File: src/rtl/fetch_pkg.sv
// Shared opcode constants and state encoding for the LC3 fetch unit.
package fetch_pkg;

  localparam logic [3:0] OP_BR  = 4'b0000;
  localparam logic [3:0] OP_JSR = 4'b0100;
  localparam logic [3:0] OP_LDI = 4'b1010;
  localparam logic [3:0] OP_STI = 4'b1011;
  localparam logic [3:0] OP_JMP = 4'b1100;

  typedef enum logic [1:0] {
    IDLE  = 2'd0,
    IND   = 2'd1,
    FETCH = 2'd2
  } fetch_state_e;

endpackage

File: src/rtl/fetch_unit_p_next_pc.sv
// Combinational next-PC and indirect-pointer address computation for the fetch unit.
module fetch_next_pc
  import fetch_pkg::*;
#(
  parameter int ADDR_W = 16,
  parameter int OFF_W  = 9
) (
  input  logic [ADDR_W-1:0] pc_in,
  input  logic [3:0]        opcode_in,
  input  logic [OFF_W-1:0]  offset_in,
  input  logic [ADDR_W-1:0] jmp_target_in,
  input  logic [2:0]        br_nzp,
  input  logic [2:0]        result_nzp,
  output logic [ADDR_W-1:0] next_pc_out,
  output logic [ADDR_W-1:0] ind_addr_out,
  output logic              is_ind_out
);

  logic [ADDR_W-1:0] sext_s;
  logic [ADDR_W-1:0] rel_s;
  logic              br_taken_s;

  assign sext_s       = ADDR_W'($signed(offset_in));
  assign rel_s        = pc_in + sext_s;
  assign br_taken_s   = |(br_nzp & result_nzp);
  assign ind_addr_out = rel_s;
  assign is_ind_out   = (opcode_in == OP_LDI) || (opcode_in == OP_STI);

  // Select the new PC for control-flow opcodes; everything else keeps the PC.
  always_comb begin
    next_pc_out = pc_in;
    case (opcode_in)
      OP_BR: begin
        if (br_taken_s) begin
          next_pc_out = rel_s;
        end else begin
          next_pc_out = pc_in;
        end
      end
      OP_JSR:  next_pc_out = rel_s;
      OP_JMP:  next_pc_out = jmp_target_in;
      default: next_pc_out = pc_in;
    endcase
  end

endmodule

File: src/rtl/fetch_unit_p.sv
// Multi-cycle LC3 fetch unit: PC update, optional LDI/STI pointer read, then instruction read.
module fetch_unit_p
  import fetch_pkg::*;
#(
  parameter int          ADDR_W   = 16,
  parameter int          DATA_W   = 16,
  parameter int          OFF_W    = 9,
  parameter int unsigned RESET_PC = 32'h0000_3000
) (
  input  logic              clk,
  input  logic              rst,
  input  logic              fetch_start,
  input  logic [3:0]        opcode_in,
  input  logic [OFF_W-1:0]  offset_in,
  input  logic [DATA_W-1:0] reg_in,
  input  logic [2:0]        br_nzp,
  input  logic [2:0]        result_nzp,
  input  logic [DATA_W-1:0] mem_rdata,
  input  logic              mem_ack,
  output logic              mem_req,
  output logic [ADDR_W-1:0] addr_out,
  output logic              wea_out,
  output logic [ADDR_W-1:0] pc,
  output logic [DATA_W-1:0] ir_out,
  output logic              ir_valid,
  output logic [ADDR_W-1:0] ea_out,
  output logic              ea_valid,
  output logic              busy
);

  localparam logic [ADDR_W-1:0] RESET_PC_W = ADDR_W'(RESET_PC);

  fetch_state_e      state_q, state_d;
  logic [ADDR_W-1:0] pc_q, pc_d;
  logic [ADDR_W-1:0] addr_q, addr_d;
  logic [DATA_W-1:0] ir_q, ir_d;
  logic [ADDR_W-1:0] ea_q, ea_d;
  logic              ir_valid_q, ir_valid_d;
  logic              ea_valid_q, ea_valid_d;

  logic [ADDR_W-1:0] next_pc_s;
  logic [ADDR_W-1:0] ind_addr_s;
  logic              is_ind_s;

  fetch_next_pc #(
    .ADDR_W (ADDR_W),
    .OFF_W  (OFF_W)
  ) u_next_pc (
    .pc_in         (pc_q),
    .opcode_in     (opcode_in),
    .offset_in     (offset_in),
    .jmp_target_in (reg_in[ADDR_W-1:0]),
    .br_nzp        (br_nzp),
    .result_nzp    (result_nzp),
    .next_pc_out   (next_pc_s),
    .ind_addr_out  (ind_addr_s),
    .is_ind_out    (is_ind_s)
  );

  // Next-state and datapath updates; addr_q only moves on state entry so it is stable while requesting.
  always_comb begin
    state_d    = state_q;
    pc_d       = pc_q;
    addr_d     = addr_q;
    ir_d       = ir_q;
    ea_d       = ea_q;
    ir_valid_d = 1'b0;
    ea_valid_d = 1'b0;
    case (state_q)
      IDLE: begin
        if (fetch_start) begin
          pc_d = next_pc_s;
          if (is_ind_s) begin
            state_d = IND;
            addr_d  = ind_addr_s;
          end else begin
            state_d = FETCH;
            addr_d  = next_pc_s;
          end
        end else begin
          state_d = IDLE;
        end
      end
      IND: begin
        if (mem_ack) begin
          ea_d       = mem_rdata[ADDR_W-1:0];
          ea_valid_d = 1'b1;
          addr_d     = pc_q;
          state_d    = FETCH;
        end else begin
          state_d = IND;
        end
      end
      FETCH: begin
        if (mem_ack) begin
          ir_d       = mem_rdata;
          pc_d       = pc_q + {{(ADDR_W-1){1'b0}}, 1'b1};
          ir_valid_d = 1'b1;
          state_d    = IDLE;
        end else begin
          state_d = FETCH;
        end
      end
      default: state_d = IDLE;
    endcase
  end

  // State and output registers with synchronous reset.
  always_ff @(posedge clk) begin
    if (rst) begin
      state_q    <= IDLE;
      pc_q       <= RESET_PC_W;
      addr_q     <= '0;
      ir_q       <= '0;
      ea_q       <= '0;
      ir_valid_q <= 1'b0;
      ea_valid_q <= 1'b0;
    end else begin
      state_q    <= state_d;
      pc_q       <= pc_d;
      addr_q     <= addr_d;
      ir_q       <= ir_d;
      ea_q       <= ea_d;
      ir_valid_q <= ir_valid_d;
      ea_valid_q <= ea_valid_d;
    end
  end

  assign mem_req  = (state_q == IND) || (state_q == FETCH);
  assign busy     = (state_q != IDLE);
  assign wea_out  = 1'b0;
  assign addr_out = addr_q;
  assign pc       = pc_q;
  assign ir_out   = ir_q;
  assign ir_valid = ir_valid_q;
  assign ea_out   = ea_q;
  assign ea_valid = ea_valid_q;

endmodule

File: config.mk
export PLATFORM = sky130hd
export DESIGN_NAME = fetch_unit_p
export DESIGN_NICKNAME = d
export VERILOG_FILES = /design/src/rtl/fetch_pkg.sv /design/src/rtl/fetch_unit_p_next_pc.sv /design/src/rtl/fetch_unit_p.sv
export SDC_FILE = /design/constraint.sdc
export NUM_CORES = 1
export LEC_CHECK = 0
export CAP_MARGIN = 20
export CORE_MARGIN = 5
export CORE_UTILIZATION = 48
export DETAILED_ROUTE_END_ITERATION = 7
export MAX_ROUTING_LAYER = met4
export PLACE_DENSITY_LB_ADDON = 0.05
export SLEW_MARGIN = 40
export SYNTH_ARGS = -nofsm -noshare
export SYNTH_HDL_FRONTEND = slang
export SYNTH_SLANG_ARGS = --single-unit
File: constraint.sdc
create_clock -name clk -period 3.8 [get_ports clk]
set_clock_uncertainty 0.15 [all_clocks]
set_input_delay 0.76 -clock clk [delete_from_list [all_inputs] [get_ports clk]]
set_output_delay 0.76 -clock clk [all_outputs]
set_load 0.02 [all_outputs]
**After elaboration in Yosys (flattened, before gate mapping)**

Index checks and enable logic that the tools add are counted.

- Add/sub/neg operators: 2
- Multiplexer cells: 15
- Equality and inequality tests: 9
- Bitwise gates (word level): 3
- Reductions and logical operators: 14

Operators by type and width:

| cell | count |
|---|---|
| $mux W16 | 6 |
| $pmux W16 S2 | 2 |
| $pmux W16 S3 | 1 |
| $add A16 B1 Y16 const B | 1 |
| $add A16 B16 Y16 | 1 |
| $eq A4 B4 Y1 const B | 3 |
| $mux W2 | 4 |
| $ne A2 B2 Y1 const B | 3 |
| $pmux W2 S3 | 1 |
| $reduce_and A3 Y1 | 2 |
| $reduce_bool A2 Y1 | 3 |
| $eq A4 B3 Y1 const B | 1 |
| $logic_not A4 Y1 | 1 |
| $reduce_and A2 Y1 | 2 |
| $reduce_or A2 Y1 | 2 |
| $and A3 B3 Y3 | 1 |
| $reduce_or A3 Y1 | 1 |
| $eq A2 B1 Y1 const B | 1 |
| $eq A2 B2 Y1 const B | 1 |
| $logic_not A2 Y1 | 1 |
| $logic_or A1 B1 Y1 | 2 |
| $not A1 Y1 | 2 |
| $mux W1 | 1 |

- Input port bits: 55
- Flip-flop bits (word level): 68
- Logic and storage cells: 50

**Longest topological paths before layout**

Gate-level depths: netlist of the first run.

- Depth in word-level cells: 7
- Gate-level depth with buffers: 10
- Gate-level depth less buffers: 9

**Cells and area by module**

From an unflattened synthesis of the first run, not the netlist that was laid out.

- Cells, all modules: 587
- Area, all modules: 4,534.3 µm²

By module, submodules not included:

| module | instances | cells an instance | area an instance (µm²) | sequential area each (µm²) |
|---|---|---|---|---|
| fetch_unit_p | 1 | 419 | 3,360.7 | 1,361.3 |
| fetch_next_pc | 1 | 168 | 1,173.6 | 0.0 |

**Least setup slack after synthesis of the first run**

Ideal clock, no wire load.

- Kind: input port to flip-flop
- Start: input port offset_in[0]
- End: register pc_q[12] (netlist: pc[12])
- Slack: 0.795 ns
- Stages on the path: 9
- Library setup time: 0.095 ns
- Required time: 3.555 ns
- Arrival: 2.760 ns
- Cell sequence: ha_1 > fa_1 > a21o_1 > a221oi_2 > o21ai_2 > o22a_1 > xnor2_2 > o21a_1 > o311ai_1

- Word-level cells in the longest chain between the ends: 5

RTL lines:

| item | RTL line | RTL |
|---|---|---|
| start, declared | fetch_unit_p.sv:14 | `input logic [OFF_W-1:0] offset_in,` |
| $add A16 B16 Y16 (*) | fetch_unit_p_next_pc.sv:24 | `assign rel_s = pc_in + sext_s;` |
| $mux W16 | fetch_unit_p_next_pc.sv:34 | `if (br_taken_s) begin` |
| $pmux W16 S3 (*) | fetch_unit_p_next_pc.sv:32 | `case (opcode_in)` |
| $mux W16 (*) | fetch_unit_p.sv:71 | `if (fetch_start) begin` |
| $pmux W16 S2 (*) | fetch_unit_p.sv:69 | `case (state_q)` |
| end signal, assigned | fetch_unit_p.sv:120 | `pc_q <= pc_d;` |
| end, declared | fetch_unit_p.sv:34 | `logic [ADDR_W-1:0] pc_q, pc_d;` |

Mark *: on every way between the ends. The rest lies on a longest branch, timed or not. The select of a mux whose other input is x is not followed.
A chain may end at the register's enable or synchronous reset.

**Final worst setup path of the first run**

- Start: input port offset_in[0]
- End: register addr_q[10] (netlist: addr_out[10])

- Word-level cells in the longest chain between the ends: 6

RTL lines:

| item | RTL line | RTL |
|---|---|---|
| $add A16 B16 Y16 (*) | fetch_unit_p_next_pc.sv:24 |  |
| $mux W16 | fetch_unit_p_next_pc.sv:34 |  |
| $pmux W16 S3 | fetch_unit_p_next_pc.sv:32 |  |
| $mux W16 (*) | fetch_unit_p.sv:73 | `if (is_ind_s) begin` |
| $mux W16 (*) | fetch_unit_p.sv:71 |  |
| $pmux W16 S2 (*) | fetch_unit_p.sv:69 |  |
| end signal, assigned | fetch_unit_p.sv:121 | `addr_q <= addr_d;` |
| end, declared | fetch_unit_p.sv:35 | `logic [ADDR_W-1:0] addr_q, addr_d;` |

Marks and branches as above.

==> metrics.md, run 1 <==
| Metric | Value |
|---|---|
| Status | `finished, final reports clean` |
| Post-synth top area cell | `dfxtp_1` |
| Pwr dens | `364 mW/mm²` |
| DIE WIDTH | `105 µm` |
| Cts-stage hold buffer count | `0` |
| Overall Power | `2.10 mW` |
| Slew Limit Fails | `0` |
| FF+latch count, synth | `68` |
| Die Footprint | `0.0109 mm²` |
| Crit Path Class | `input pin to flop` |
| Post-CTS Resized | `0` |
| Routed vias/inst | `6.14` |
| Critical Path Start Type | `input pin` |
| WL met2 | `6780 µm` |
| CP Capture Type | `flop` |
| Drt total wl | `14,200 µm` |
| GRT Util Overall | `0.258` |
| Largest net degree at the start of global routing | `56` |
| Clk Latency, worst-skew pair | `350 ps` |
| First-pass GRT wire length | `22,700 µm` |
| Pleak | `2.13 nW` |
| Routed vias | `4,825` |
| MaxCap Viol Count | `0` |
| Asr flop ratio synth | `0` |
| Mapped Area | `0.00429 mm²` |
| Clock Path Buffers | `2` |
| Max H-tree Level | `3` |
| Most used flip-flop cell after synthesis | `dfxtp_1` |
| Synth Instances | `561` |
| Setup TNS | `0 ps` |
| Crit path DAT | `3450 ps` |
| DR WL met3 | `1180 µm` |
| Final setup fails | `0` |
| DR WL/cell | `18.1 µm` |
| Core ar. | `0.00872 mm²` |
| Initial Util | `0.492` |
| # IOs | `124` |
| Largest fanout on the critical path | `3` |
| Dpl hpwl | `10,100 µm` |
| Share of the synthesized area in the top cell type | `0.317` |
| Ant diodes | `0` |
| Iteration-0 DRC count of the detailed router | `547` |
| Post CTS Setup Buffer Count | `0` |
| Vias in the first global route | `4,491` |
| Syn Nets | `637` |
| Mean Syn Cell Area | `7.65 µm²` |
| RSZ-0062 raised after global routing | `false` |
| Share of cells above drive strength 1 | `0.0664` |
| TritonCTS clock tree | `built` |
| ANT nets after route | `0` |
| Period utilization | `0.890` |
| Sequential area share after synthesis | `0.317` |
| GR Overflow Total | `0` |
| Relative slew slack | `0.489` |
| Syn. warnings | `0` |
| DR top layer | `met4` |
| Required time worst endpoint | `3870 ps` |
| Buffers on Ports | `122` |
| Area delta synth->final | `34.3%` |
| Hold Vio Cnt, Final | `0` |
| Wire length on met1 | `5920 µm` |
| Post-layout minimum cycle time | `3380 ps` |
| Peak supply drop | `195 µV` |
| Row cnt | `34` |
| Clock transition at path regs | `80 ps` |
| Fmax achieved | `296 MHz` |
| First-pass DRT Iterations | `6` |
| Initial antenna violation count | `0` |
| Root buf cell | `clkbuf_8` |
| Measured slew at the worst slew-check pin | `767 ps` |
| Area contributors post-synth | `dfxtp_1, nand2_1, a21oi_1` |
| Hold crit path type | `flop to flop` |
| Nets | `749` |
| EDFF count, synth | `0` |
| Final Wtd Congestion | `0.941` |
| CTS buffer count | `9` |
| Die Y | `105 µm` |
| Detailed-route DRC error count | `0` |
| Clock tree sinks | `68` |
| Count of different cell masters after synthesis | `72` |
[synth_stat cells, types with 5 or more instances]
library cell and number:
o21a_1 5, a22o_1 10, nand2_1 109, a22oi_1 5, a211oi_1 8, dfxtp_1 68, a31oi_1 9, o21ai_0 31
xnor2_1 6, a21oi_1 64, nor3_1 16, nor2_1 52, nand3_1 16, xor2_1 6, a221oi_1 7, ha_1 20
clkbuf_1 21, o211ai_1 5, inv_1 10, buf_2 5
[layout by cell type (no fill, tap or decap), drive strengths merged, types with 4 or more instances in the layout]
cell type | synthesis | layout
a211oi | 8 | 8
o21ai | 35 | 35
nor4 | 4 | 4
inv | 10 | 10
or4 | 4 | 4
nor3 | 17 | 17
nand4 | 4 | 4
nor2 | 53 | 53
a2111oi | 4 | 4
clkinv | 0 | 4
xor2 | 6 | 6
buf | 9 | 14
o211ai | 6 | 6
a221oi | 8 | 8
a22o | 10 | 10
ha | 20 | 20
a21oi | 64 | 64
nand3 | 16 | 16
a21o | 4 | 4
xnor2 | 7 | 7
dfxtp | 68 | 68
a31oi | 10 | 10
nand2 | 109 | 109
a22oi | 5 | 5
o21a | 5 | 5
clkdlybuf4s50 | 0 | 121
clkbuf | 25 | 10
[critical path: stages]
cell,delay (ps)
clkdlybuf4s50_1,400
ha_1,250
fa_1,410
a21o_1,200
a221oi_2,410
o221ai_1,260
xnor2_1,350
nor3_1,80
a211oi_1,250
nor3_1,70
[registers in the layout (all words and copies together), names as in the netlist]
signal,flops
addr_out,16
ea_out,16
ea_valid,1
ir_out,16
ir_valid,1
pc,16
state_q,2
[per-layer routing]
layer	vias to the layer above	global-route usage
li1	2269	-
met1	2249	0.324
met2	273	0.410
met3	34	0.0469
met4	0	0.105
met5	-	-
[cell type report]
| cell class | count | area, µm² |
|---|---|---|
| clock buffer | 10 | 138 |
| clock inverter | 6 | 87.6 |
| fill | 772 | 2950 |
| inverter | 10 | 37.5 |
| multi-input combinational | 449 | 2690 |
| sequential | 68 | 1360 |
| tap | 108 | 135 |
| timing repair buffer | 135 | 1310 |
[worst paths after layout]
kind	start	endpoint	slack, ps	cells after the start
worst max-delay path	offset_in[0]	addr_out[10]	420	10
worst min-delay path	ir_out[1]	ir_out[1]	300	2
worst max register to register	pc[0]	addr_out[10]	760	9
worst min register to register	ir_out[1]	ir_out[1]	300	2
[report_power, final]
group          switching [mW]  total, mW  internal (mW)
registers              0.0473      0.800          0.753
clock network           0.301      0.688          0.387
logic                   0.342      0.609          0.268
[logic make-up (layout without fill, tap and decap cells)]
family / count (synthesis) / count (layout) / synth area share
XOR/XNOR: 14 / 14 / 0.0335
AO/OA/AOI/OAI: 190 / 190 / 0.300
flip-flops: 68 / 68 / 0.317
other: 1 / 1 / 0.000874
multiplexers: 1 / 1 / 0.00233
AND/OR/NAND/NOR: 222 / 222 / 0.228
adder cells (fa/ha/maj): 21 / 21 / 0.0630
buffers and inverters: 44 / 161 / 0.0554
[metrics by stage]
step                cell area (µm²)  utilization  instances  hold slack [ps]  setup slack, ps
CTS                            5770        0.661        786              307              497
floorplan                      4290            -        561              385              795
finish                         5770        0.661        786              303              419
global placement               5540        0.635        770              292              195
detailed placement             5540        0.635        770              296              124
global route                   5770        0.661        786              320              266
No activity file was read; power rests on OpenSTA's default activity.
==> inputs of run 2 (changes only) <==
--- a/config.mk
+++ b/config.mk
@@ -11,6 +11,7 @@
 export DETAILED_ROUTE_END_ITERATION = 7
 export MAX_ROUTING_LAYER = met4
 export PLACE_DENSITY_LB_ADDON = 0.05
+export SKIP_CTS_REPAIR_TIMING = 1
 export SLEW_MARGIN = 40
 export SYNTH_ARGS = -nofsm -noshare
 export SYNTH_HDL_FRONTEND = slang
==> results of run 2 <==
No change in the layout: final DEF, timing and power equal those of run 1.
==> inputs of run 3 (changes only) <==
--- a/config.mk
+++ b/config.mk
@@ -9,6 +9,7 @@
 export CORE_MARGIN = 5
 export CORE_UTILIZATION = 48
 export DETAILED_ROUTE_END_ITERATION = 7
+export HOLD_SLACK_MARGIN = 0.1
 export MAX_ROUTING_LAYER = met4
 export PLACE_DENSITY_LB_ADDON = 0.05
 export SKIP_CTS_REPAIR_TIMING = 1
==> results of run 3 <==
No change in the layout: final DEF, timing and power equal those of run 1.
==> variant: new RTL, flow settings as in run 1 <==
Make the reset (`rst`) asynchronous in one clocked block. Comments in the files are not updated.
--- a/src/rtl/fetch_unit_p.sv
+++ b/src/rtl/fetch_unit_p.sv
@@ -106,7 +106,7 @@
   end
 
   // State and output registers with synchronous reset.
-  always_ff @(posedge clk) begin
+  always_ff @(posedge clk or posedge rst) begin
     if (rst) begin
       state_q    <= IDLE;
       pc_q       <= RESET_PC_W;
Function: differs if rst is asserted again (counterexample within 4 cycles, from zero or initial values and one cycle with rst high); with rst held inactive, the same outputs for 4 cycles.
==> variant against run 1 <==
Setup slack improved by 0.32 ns; final area grew 4.1%; sequential cell count is the same; maximum frequency is 10% higher; core utilization shrank 0.51 points; critical path depth fell by 2; wire length grew 4.1%; synthesized area up 3.7%; count of clock-buffer cells in the layout stayed put; largest cell class unchanged.
Power is not compared: it rests on default switching activity, and its combinational part moved more than twofold at a synthesized area within 25%.
==> variant: results <==
# TYPE chip_impl_metric gauge
chip_impl_metric{name="drt_first_iter_violations",unit=""} 373
chip_impl_metric{name="detail_route.first_pass.iterations",unit=""} 5
chip_impl_metric{name="buf_share",unit="%"} 22.1
chip_impl_metric{name="synthesis.yosys.warnings",unit=""} 0
chip_impl_metric{name="actual_transition_at_the_worst_max_transition_pin",unit="ns"} 0.813
chip_impl_metric{name="dp.final_hpwl",unit="mm"} 11.1
chip_impl_metric{name="dieWidth",unit="um"} 106
chip_impl_metric{name="grt_first_pass_wirelength",unit="mm"} 23.4
chip_impl_metric{name="layout.comb_gates.multi_input",unit=""} 374
chip_impl_metric{name="ys_seq_area_share",unit="%"} 38.3
chip_impl_metric{name="post-place-ws",unit="ns"} 0.398
chip_impl_metric{name="fillers",unit=""} 777
chip_impl_metric{name="multi_input_comb_area",unit="mm^2"} 0.00258
chip_impl_metric{name="critPathMaxFanout",unit=""} 8
chip_impl_metric{name="synth_top_area_share",unit="%"} 37.1
chip_impl_metric{name="nNetsFinal",unit=""} 681
chip_impl_metric{name="avgViaCountPerCell",unit=""} 6.27
chip_impl_info{name="cp_slowest_cell",value="sky130_fd_sc_hd__clkdlybuf4s50_1"} 1
chip_impl_metric{name="multi_input_area_share",unit="%"} 43.0
chip_impl_metric{name="clkTransAtPathRegs",unit="ns"} 0.08
chip_impl_metric{name="fin_cells",unit=""} 721
chip_impl_metric{name="critPathArrivalTime",unit="ns"} 3.17
chip_impl_metric{name="grt_max_degree",unit=""} 32
chip_impl_metric{name="nFlopsAndLatches",unit=""} 68
chip_impl_metric{name="layout.non_clock_inverters",unit=""} 16
chip_impl_metric{name="detail_route.wirelength",unit="mm"} 14.8
chip_impl_metric{name="synthCells",unit=""} 482
chip_impl_metric{name="finalWeightedCongestion",unit=""} 0.951
chip_impl_metric{name="drive_gt1_share",unit="%"} 12.3
chip_impl_metric{name="postSynthNetCount",unit=""} 558
chip_impl_info{name="synthFlopType",value="sky130_fd_sc_hd__dfrtp_1"} 1
chip_impl_metric{name="groute.usage.overall",unit="%"} 27.0
chip_impl_metric{name="dp.cells",unit=""} 705
chip_impl_metric{name="clockNetworkAreaShare",unit="%"} 3.19
chip_impl_info{name="synth.area.top_cells",value="sky130_fd_sc_hd__dfrtp_1 37%, sky130_fd_sc_hd__mux2_2 8.6%, sky130_fd_sc_hd__ha_1 5.6%"} 1
chip_impl_metric{name="layout.non_clock_buffers",unit=""} 136
chip_impl_info{name="status",value="finished, final reports clean"} 1
[variant: cell types whose count changed after synthesis, sizes merged, moves of 6 or more]
cell,before,now
nor3,17,5
dfxtp,68,0
mux2,0,34
o22ai,1,11
mux2i,1,8
a21oi,64,37
nor2,53,37
clkbuf,25,15
o21ai,35,28
dfrtp,0,66
a22o,10,4
inv,10,16
nand2,109,39
[variant: metal layers]
metal	part of all wire [%]	up-vias	track usage, %
li1	-	2070	-
met1	40	2176	34.0
met2	49	249	44.0
met3	9.1	29	4.68
met4	1.9	0	9.16
met5	0	-	-
[variant: worst paths after layout]
check / startpoint / cells after the start / slack [ns] / to
worst max-delay path: offset_in[8] / 8 / 0.74 / pc[13]
worst min-delay path: addr_out[2] / 2 / 0.34 / addr_out[2]
worst max register to register: pc[0] / 8 / 1.04 / addr_out[14]
worst min register to register: addr_out[2] / 2 / 0.34 / addr_out[2]
max in group asynchronous: rst / 3 / 2.22 / pc[12]
min in group asynchronous: rst / 2 / 0.54 / pc[2]
[variant: power by group through the flow]
stage / Sequential, mW / Clock [mW] / Combinational [mW]
3_5_place_dp: 1.37 / 0 / 2.73
2_1_floorplan: 1.66 / 0 / 1.29
3_3_place_gp: 1.36 / 0 / 2.69
4_1_cts: 1.36 / 0.612 / 2.74
6_report: 1.36 / 0.604 / 2.75
5_1_grt: 1.42 / 0.638 / 2.94
[variant: cell families (layout without fill, tap and decap cells)]
group | count (synthesis) | count (layout) | synth area share [%]
AOI/OAI and AO/OA | 157 | 157 | 23.8
and+or+nand+nor | 143 | 143 | 15.7
DFF | 68 | 68 | 38.3
muxes | 42 | 42 | 10.4
buffers and inverters | 40 | 168 | 3.71
adders and majority gates | 21 | 21 | 6.07
xor gates and xnor gates | 10 | 10 | 1.97
other | 1 | 1 | 0.0842
